<file path="src/rtl/branch_pkg.sv">
// Shared encodings for the branch sequencer: condition codes and FSM states.
package branch_pkg;

  typedef enum logic [1:0] {
    BR_BNE = 2'b00,
    BR_BEQ = 2'b01,
    BR_BGT = 2'b10,
    BR_BGE = 2'b11
  } br_t;

  typedef enum logic [1:0] {
    S_IDLE = 2'b00,
    S_CMP  = 2'b01,
    S_EVAL = 2'b10,
    S_FIN  = 2'b11
  } state_t;

endpackage

</file>
<file path="src/rtl/sat_counter.sv">
// Saturating up-counter with synchronous reset and clear (clear beats increment).
module sat_counter #(
  parameter int unsigned W = 16
) (
  input  logic         clk,
  input  logic         reset,
  input  logic         clr,
  input  logic         inc,
  output logic [W-1:0] count
);

  always_ff @(posedge clk) begin
    if (reset || clr) begin
      count <= '0;
    end else if (inc && (count != '1)) begin
      count <= count + 1'b1;
    end
  end

endmodule

</file>
<file path="src/rtl/branch_sequencer.sv">
// Conditional-branch sequencer: CMP -> EVAL -> FIN control for an ALU compare,
// with saturating statistics for completed and taken branches.
module branch_sequencer
  import branch_pkg::*;
#(
  parameter int unsigned CNT_W = 16
) (
  input  logic             clk,
  input  logic             reset,
  input  logic             start,
  input  logic [1:0]       br_type,
  input  logic             zero_flag,
  input  logic             greater_flag,
  input  logic             clr_stats,
  output logic             ready,
  output logic             alu_cmp,
  output logic [1:0]       cond_sel,
  output logic             pc_write_cond,
  output logic             done,
  output logic             taken,
  output logic [CNT_W-1:0] br_count,
  output logic [CNT_W-1:0] taken_count
);

  state_t state;
  br_t    type_q;
  logic   taken_n;

  always_comb begin
    taken_n = 1'b0;
    unique case (type_q)
      BR_BNE: taken_n = ~zero_flag;
      BR_BEQ: taken_n = zero_flag;
      BR_BGT: taken_n = greater_flag;
      BR_BGE: taken_n = zero_flag | greater_flag;
      default: taken_n = 1'b0;
    endcase
  end

  // Gated by reset so an aborted branch never loads the PC in its EVAL cycle.
  assign pc_write_cond = (state == S_EVAL) && taken_n && !reset;
  assign cond_sel      = ((state == S_EVAL) || (state == S_FIN)) ? type_q : 2'b00;

  always_ff @(posedge clk) begin
    if (reset) begin
      state   <= S_IDLE;
      type_q  <= BR_BNE;
      ready   <= 1'b1;
      alu_cmp <= 1'b0;
      done    <= 1'b0;
      taken   <= 1'b0;
    end else begin
      unique case (state)
        S_IDLE: begin
          if (start) begin
            state   <= S_CMP;
            type_q  <= br_t'(br_type);
            ready   <= 1'b0;
            alu_cmp <= 1'b1;
          end
        end
        S_CMP: begin
          state   <= S_EVAL;
          alu_cmp <= 1'b0;
        end
        S_EVAL: begin
          state <= S_FIN;
          taken <= taken_n;
          done  <= 1'b1;
        end
        S_FIN: begin
          state <= S_IDLE;
          done  <= 1'b0;
          ready <= 1'b1;
        end
        default: state <= S_IDLE;
      endcase
    end
  end

  sat_counter #(.W(CNT_W)) u_br_cnt (
    .clk   (clk),
    .reset (reset),
    .clr   (clr_stats),
    .inc   (state == S_FIN),
    .count (br_count)
  );

  sat_counter #(.W(CNT_W)) u_taken_cnt (
    .clk   (clk),
    .reset (reset),
    .clr   (clr_stats),
    .inc   ((state == S_FIN) && taken),
    .count (taken_count)
  );

endmodule
</file>
<file path="config.mk">
export PLATFORM = sky130hd
export DESIGN_NAME = branch_sequencer
export DESIGN_NICKNAME = d
export VERILOG_FILES = /design/src/rtl/branch_pkg.sv /design/src/rtl/sat_counter.sv /design/src/rtl/branch_sequencer.sv
export SDC_FILE = /design/constraint.sdc
export NUM_CORES = 1
export LEC_CHECK = 0
export ABC_CLOCK_PERIOD_IN_PS = 1950
export CORE_MARGIN = 2
export CORE_UTILIZATION = 40
export CTS_BUF_LIST = sky130_fd_sc_hd__clkbuf_4
export CTS_CLUSTER_DIAMETER = 40
export CTS_CLUSTER_SIZE = 16
export DETAILED_ROUTE_END_ITERATION = 12
export HOLD_SLACK_MARGIN = 0.06
export PLACE_DENSITY = 0.66
export RECOVER_POWER = 100
export SKIP_LAST_GASP = 1
export SLEW_MARGIN = 20
export SYNTH_ARGS = -nofsm -noshare
export SYNTH_HDL_FRONTEND = slang
export SYNTH_SLANG_ARGS = --single-unit
</file>
<file path="constraint.sdc">
create_clock -name clk -period 1.95 [get_ports clk]
set_input_delay 0.195 -clock clk [delete_from_list [all_inputs] [get_ports clk]]
set_output_delay 0.195 -clock clk [all_outputs]
set_load 0.01 [all_outputs]
</file>
[After elaboration in Yosys (flattened, before gate mapping)]
Cells that the tools add are included.
Word-level totals
  input bits: 8
  flip-flop bits (word level): 40
  output and inout bits: 39
  word-level logic and storage cells: 46
Operators by class
  equal/unequal tests: 9
  add/sub/neg operators: 2
  mux-type cells: 9
  bitwise logic cells: 2
  reductions and logical operators: 16
Operator list (number)
  16-bit by 1-bit adder with 16-bit output, second input constant: 2
  16-bit inequality test, second input constant: 2
  2-bit == test, second input constant: 4
  2-bit one-hot mux with 4 select lines: 1
  1-bit one-hot mux with 2 select lines: 3
  2-bit AND reduction: 3
  2-bit nonzero test: 3
  1-bit logical AND: 5
  2-bit by 1-bit == test with 1-bit output, second input constant: 2
  2-bit zero test: 2
  2-bit two-way mux: 2
  1-bit one-hot mux with 4 select lines: 1
  1-bit logical OR: 2
  1-bit two-way mux: 2
  2-bit inequality test, second input constant: 1
  1-bit zero test: 1
  1-bit inverter: 1
  1-bit OR: 1

[Longest topological paths before layout]
  word-level depth: 4
  gate-level depth with buffers: 6
  gate-level depth less buffers: 6

[Hierarchy]
From an unflattened synthesis, not the netlist that was laid out.
Second synthesis, totals
  cell total of the unflattened synthesis: 236
  area total of the unflattened synthesis: 2094.5 um^2
Modules (own cells, without submodules)
  sat_counter: cells an instance 95, instances 2, sequential area each 320.3 um^2, area an instance 847.1 um^2
  branch_sequencer: cells an instance 46, instances 1, sequential area each 160.2 um^2, area an instance 400.4 um^2

[Worst setup path before layout]
Ideal clock, no wire load.
  path type: flip-flop to flip-flop
  start: reg u_taken_cnt.count[0]
  end: reg u_taken_cnt.count[8]
  buffers on the path: 0
  stages on the path, launching flop included: 6
  required time: 1880 ps
  path slack: 297 ps
  period minus slack after synthesis: 1653 ps
  data arrival time: 1582 ps
  library setup time: 70 ps
  path through: dfxtp_1 > ha_1 > and3_1 > nand2_1 > or4_2 > a21oi_1
Between the ends
  word-level cells in the longest chain between the ends: 2
  elaborated cells between the ends (all ways): 3
  classes of those cells: add/sub: 1; eq/ne: 1; reduce/logical: 1
RTL lines
  from (decl): RTL line sat_counter.sv:9  | output logic [W-1:0] count
  from (signal assigned): RTL line sat_counter.sv:16  | count <= count + 1'b1;
  branches (longest 2 deep; another with 16-bit by 1-bit adder with 16-bit output)
Several ways; the timed one is not identified.
A chain may end at the register's enable or synchronous reset.

[Final worst setup path]
  start: reg u_taken_cnt.count[4]
  end: out taken_count[4]
RTL lines
  to (decl): RTL line branch_sequencer.sv:22  | output logic [CNT_W-1:0] taken_count
No word-level cell between the ends.

==> summary.txt <==
startpoint types = flop
Buffers on Ports = 46
Starting DRT DRC Count = 117
CP arrival = 1.62 ns
fmax = 0.551 GHz
Final Cycle Share = 93.1%
CTS tree = built
status = completed
ys flop type = dfxtp_1
Max-Slew Margin vs Limit = 65.2%
placement row count = 25
most frequent cell after synthesis = dfxtp_1
Clock Skews = 0.00378 ns
# IOs = 47
hold path cells = 3
proportion of layout cells with a drive suffix above 1 = 10.8%
ANT nets after route = 0
number of synthesized flops with an enable pin = 0
CP max FO = 6
CP endpoint kind = output pin
vias in the first global route = 1,791
Layout area overhead = 35.7%
Yosys top cell by area = dfxtp_1
final hold vios = 0
FILL cells = 483
register area share after synthesis = 39.3%
mean cell area of the mapped netlist = 8.45 um^2
Reg2Reg Setup Slack = 0.15 ns
Worst Hold Launch = br_type[1]
asr flop ratio synth = 0%
GR Util All Layers = 17.9%
Clock Path Buffers = 2
Mapped Area = 2040 um^2
Unique masters post-synth = 44
Overall Power = 0.00177 W
syn_nets = 255
RSZ-0062 raised after global routing = false
crit path launch = u_taken_cnt.count[4]$_SDFFE_PP0P_
Die Y = 75.4 um
initial antenna violation count = 0
synth top area cells = dfxtp_1 (39%), a21oi_1 (6.1%), ha_1 (3.7%), nand3_1 (3.4%), o21ai_0 (3.4%)
reg-to-reg endpoint = u_taken_cnt.count[8]$_SDFFE_PP0P_
Overflow after GRT = 0
Slew Limit Fails = 0
power per standard cell area = 639 nW/um^2
Tmin final = 1.82 ns
worst slew pin tran = 0.517 ns
per-cell routed wire length = 13.2 um
drt first pass iters = 4
dpl hpwl = 3630 um
Hold Path Class = in -> reg
Die X = 75.4 um
number of antenna diodes = 0
Starting Density = 42.3%
critical path's largest stage delay = 0.59 ns
gp weighted congestion = 0.802
TritonCTS Sinks = 40
die area = 5680 um^2
Synth top area share = 39.3%
# nets final = 320
Hold-fix buffers, CTS = 0
DRC Markers = 0
Cells after Synth = 241
VDD IR max = 0.415 mV
CP Cell Sequence = clkbuf_1 > clkdlybuf4s50_1
first-pass GRT wire length = 7880 um
Routed WL = 4940 um
area of the multi-input gates = 1210 um^2
Root Driver = clkbuf_4
Clk Latency, worst-skew pair = 0.35 ns
core area = 4820 um^2
# setup viols final = 0
launch point of the worst reg-to-reg path = u_taken_cnt.count[1]$_SDFFE_PP0P_
vias = 2,122
CTS buffer count = 5
Crit path required time = 1.75 ns
depth of the worst register-to-register path = 5
H-tree lvl count = 2
Worst path slowest cell = clkdlybuf4s50_1
Static Leak = 1.08 nW
synthesized flop and latch total = 40
synth cell count leaders = dfxtp_1 (40), a21oi_1 (25), nand2_1 (16), nand3_1 (14), o21ai_0 (14)
largest net degree at the start of global routing = 14
Vias/cell = 5.69
Max-Cap Viols = 0
Hold Crit Endpoint = type_q[1]$_SDFFE_PP0P_
Ys Warns = 0
setup TNS = 0 ns
clock-pin slew on the worst setup and hold paths = 0.12 ns
Reg area = 805 um^2
WS Path Type = reg -> out
[critical path: cells and delay by family (launching register included)]
| family | cells | cell delay, ns |
|---|---|---|
| buf+inv | 2 | 0.85 |
| flops | 1 | 0.42 |
[layout by cell type (no fill, tap or decap), drive strengths merged, types with 4 or more instances in the layout]
cell type      Yosys  final
nor3               9      9
nand4             12     12
o21ai             14     14
ha                 6      6
clkbuf             5     12
nand3             14     14
a21oi             25     25
dfxtp             40     40
o31ai              8      8
and4               4      4
nor2              13     13
nor4               8      8
nand2             16     16
or4                7      7
buf                2     13
or3               11     11
and3               5      5
dlygate4sd3        0     35
clkdlybuf4s50      0      8
inv                7      7
[logic make-up (layout without fill, tap and decap cells)]
family / count (synthesis) / count (layout) / share of synthesized area [%]
buf+inv: 14 / 79 / 2.70
mux: 1 / 1 / 0.491
flops: 40 / 40 / 39.3
compound gates: 71 / 71 / 21.8
fa+ha+maj: 6 / 6 / 3.69
simple gates: 109 / 109 / 32.0
[how the worst max path moves through the flow]
| stage | end | depth (start not counted) |
|---|---|---|
| CTS | cond_sel[0] | 4 |
| detailed placement | pc_write_cond | 5 |
| finish | taken_count[4] | 2 |
| floorplan | u_taken_cnt.count[8]$_SDFFE_PP0P_ | 5 |
| global route | u_br_cnt.count[9]$_SDFFE_PP0P_ | 5 |
| global placement | pc_write_cond | 5 |
[flip-flops by register name, summed over array words and instances (netlist names)]
signal	cells
state	2
u_br_cnt.count	16
taken	1
ready	1
alu_cmp	1
u_taken_cnt.count	16
done	1
type_q	2
[routing by layer]
layer / up-vias / track usage, % / wire [um]
li1: 1077 / - / -
met1: 1000 / 24.4 / 2500
met2: 38 / 27.1 / 2170
met3: 7 / 4.50 / 204
met4: 0 / 7.21 / 65
met5: - / 0 / 0
[timing repair]
action,in CTS,in global routing
setup endpoints to repair,3,2
resized for setup,7,5
buffers inserted,0,1
cloned,0,0
[area by class of cell]
type / instances / area share, %
multi-input cells: 187 / 43.8
clock buffers: 6 / 1.63
well taps: 67 / 3.03
flip-flops and latches: 40 / 29.1
clock inverters: 1 / 0.181
inverters: 7 / 0.951
repair buffers: 65 / 21.3
[per-stage QoR]
step / utilization [%] / cell area (um^2) / hold WS (ns) / std cells / setup slack, ns
6_report: 57.4 / 2760 / 0.390 / 373 / 0.135
5_1_grt: 57.4 / 2760 / 0.408 / 373 / 0.0144
3_3_place_gp: 55.8 / 2690 / 0.472 / 365 / 0.0901
3_5_place_dp: 55.8 / 2690 / 0.467 / 365 / 0.0511
4_1_cts: 57.3 / 2760 / 0.382 / 372 / 0.00698
2_1_floorplan: - / 2040 / 0.342 / 241 / 0.297
[report_power, final]
part	switching [W]	internal, W
combinational	0.000205	0.000202
sequential	0.0000572	0.000881
clock	0.000274	0.000147
Note: power is estimated with default switching activity, not from simulation.
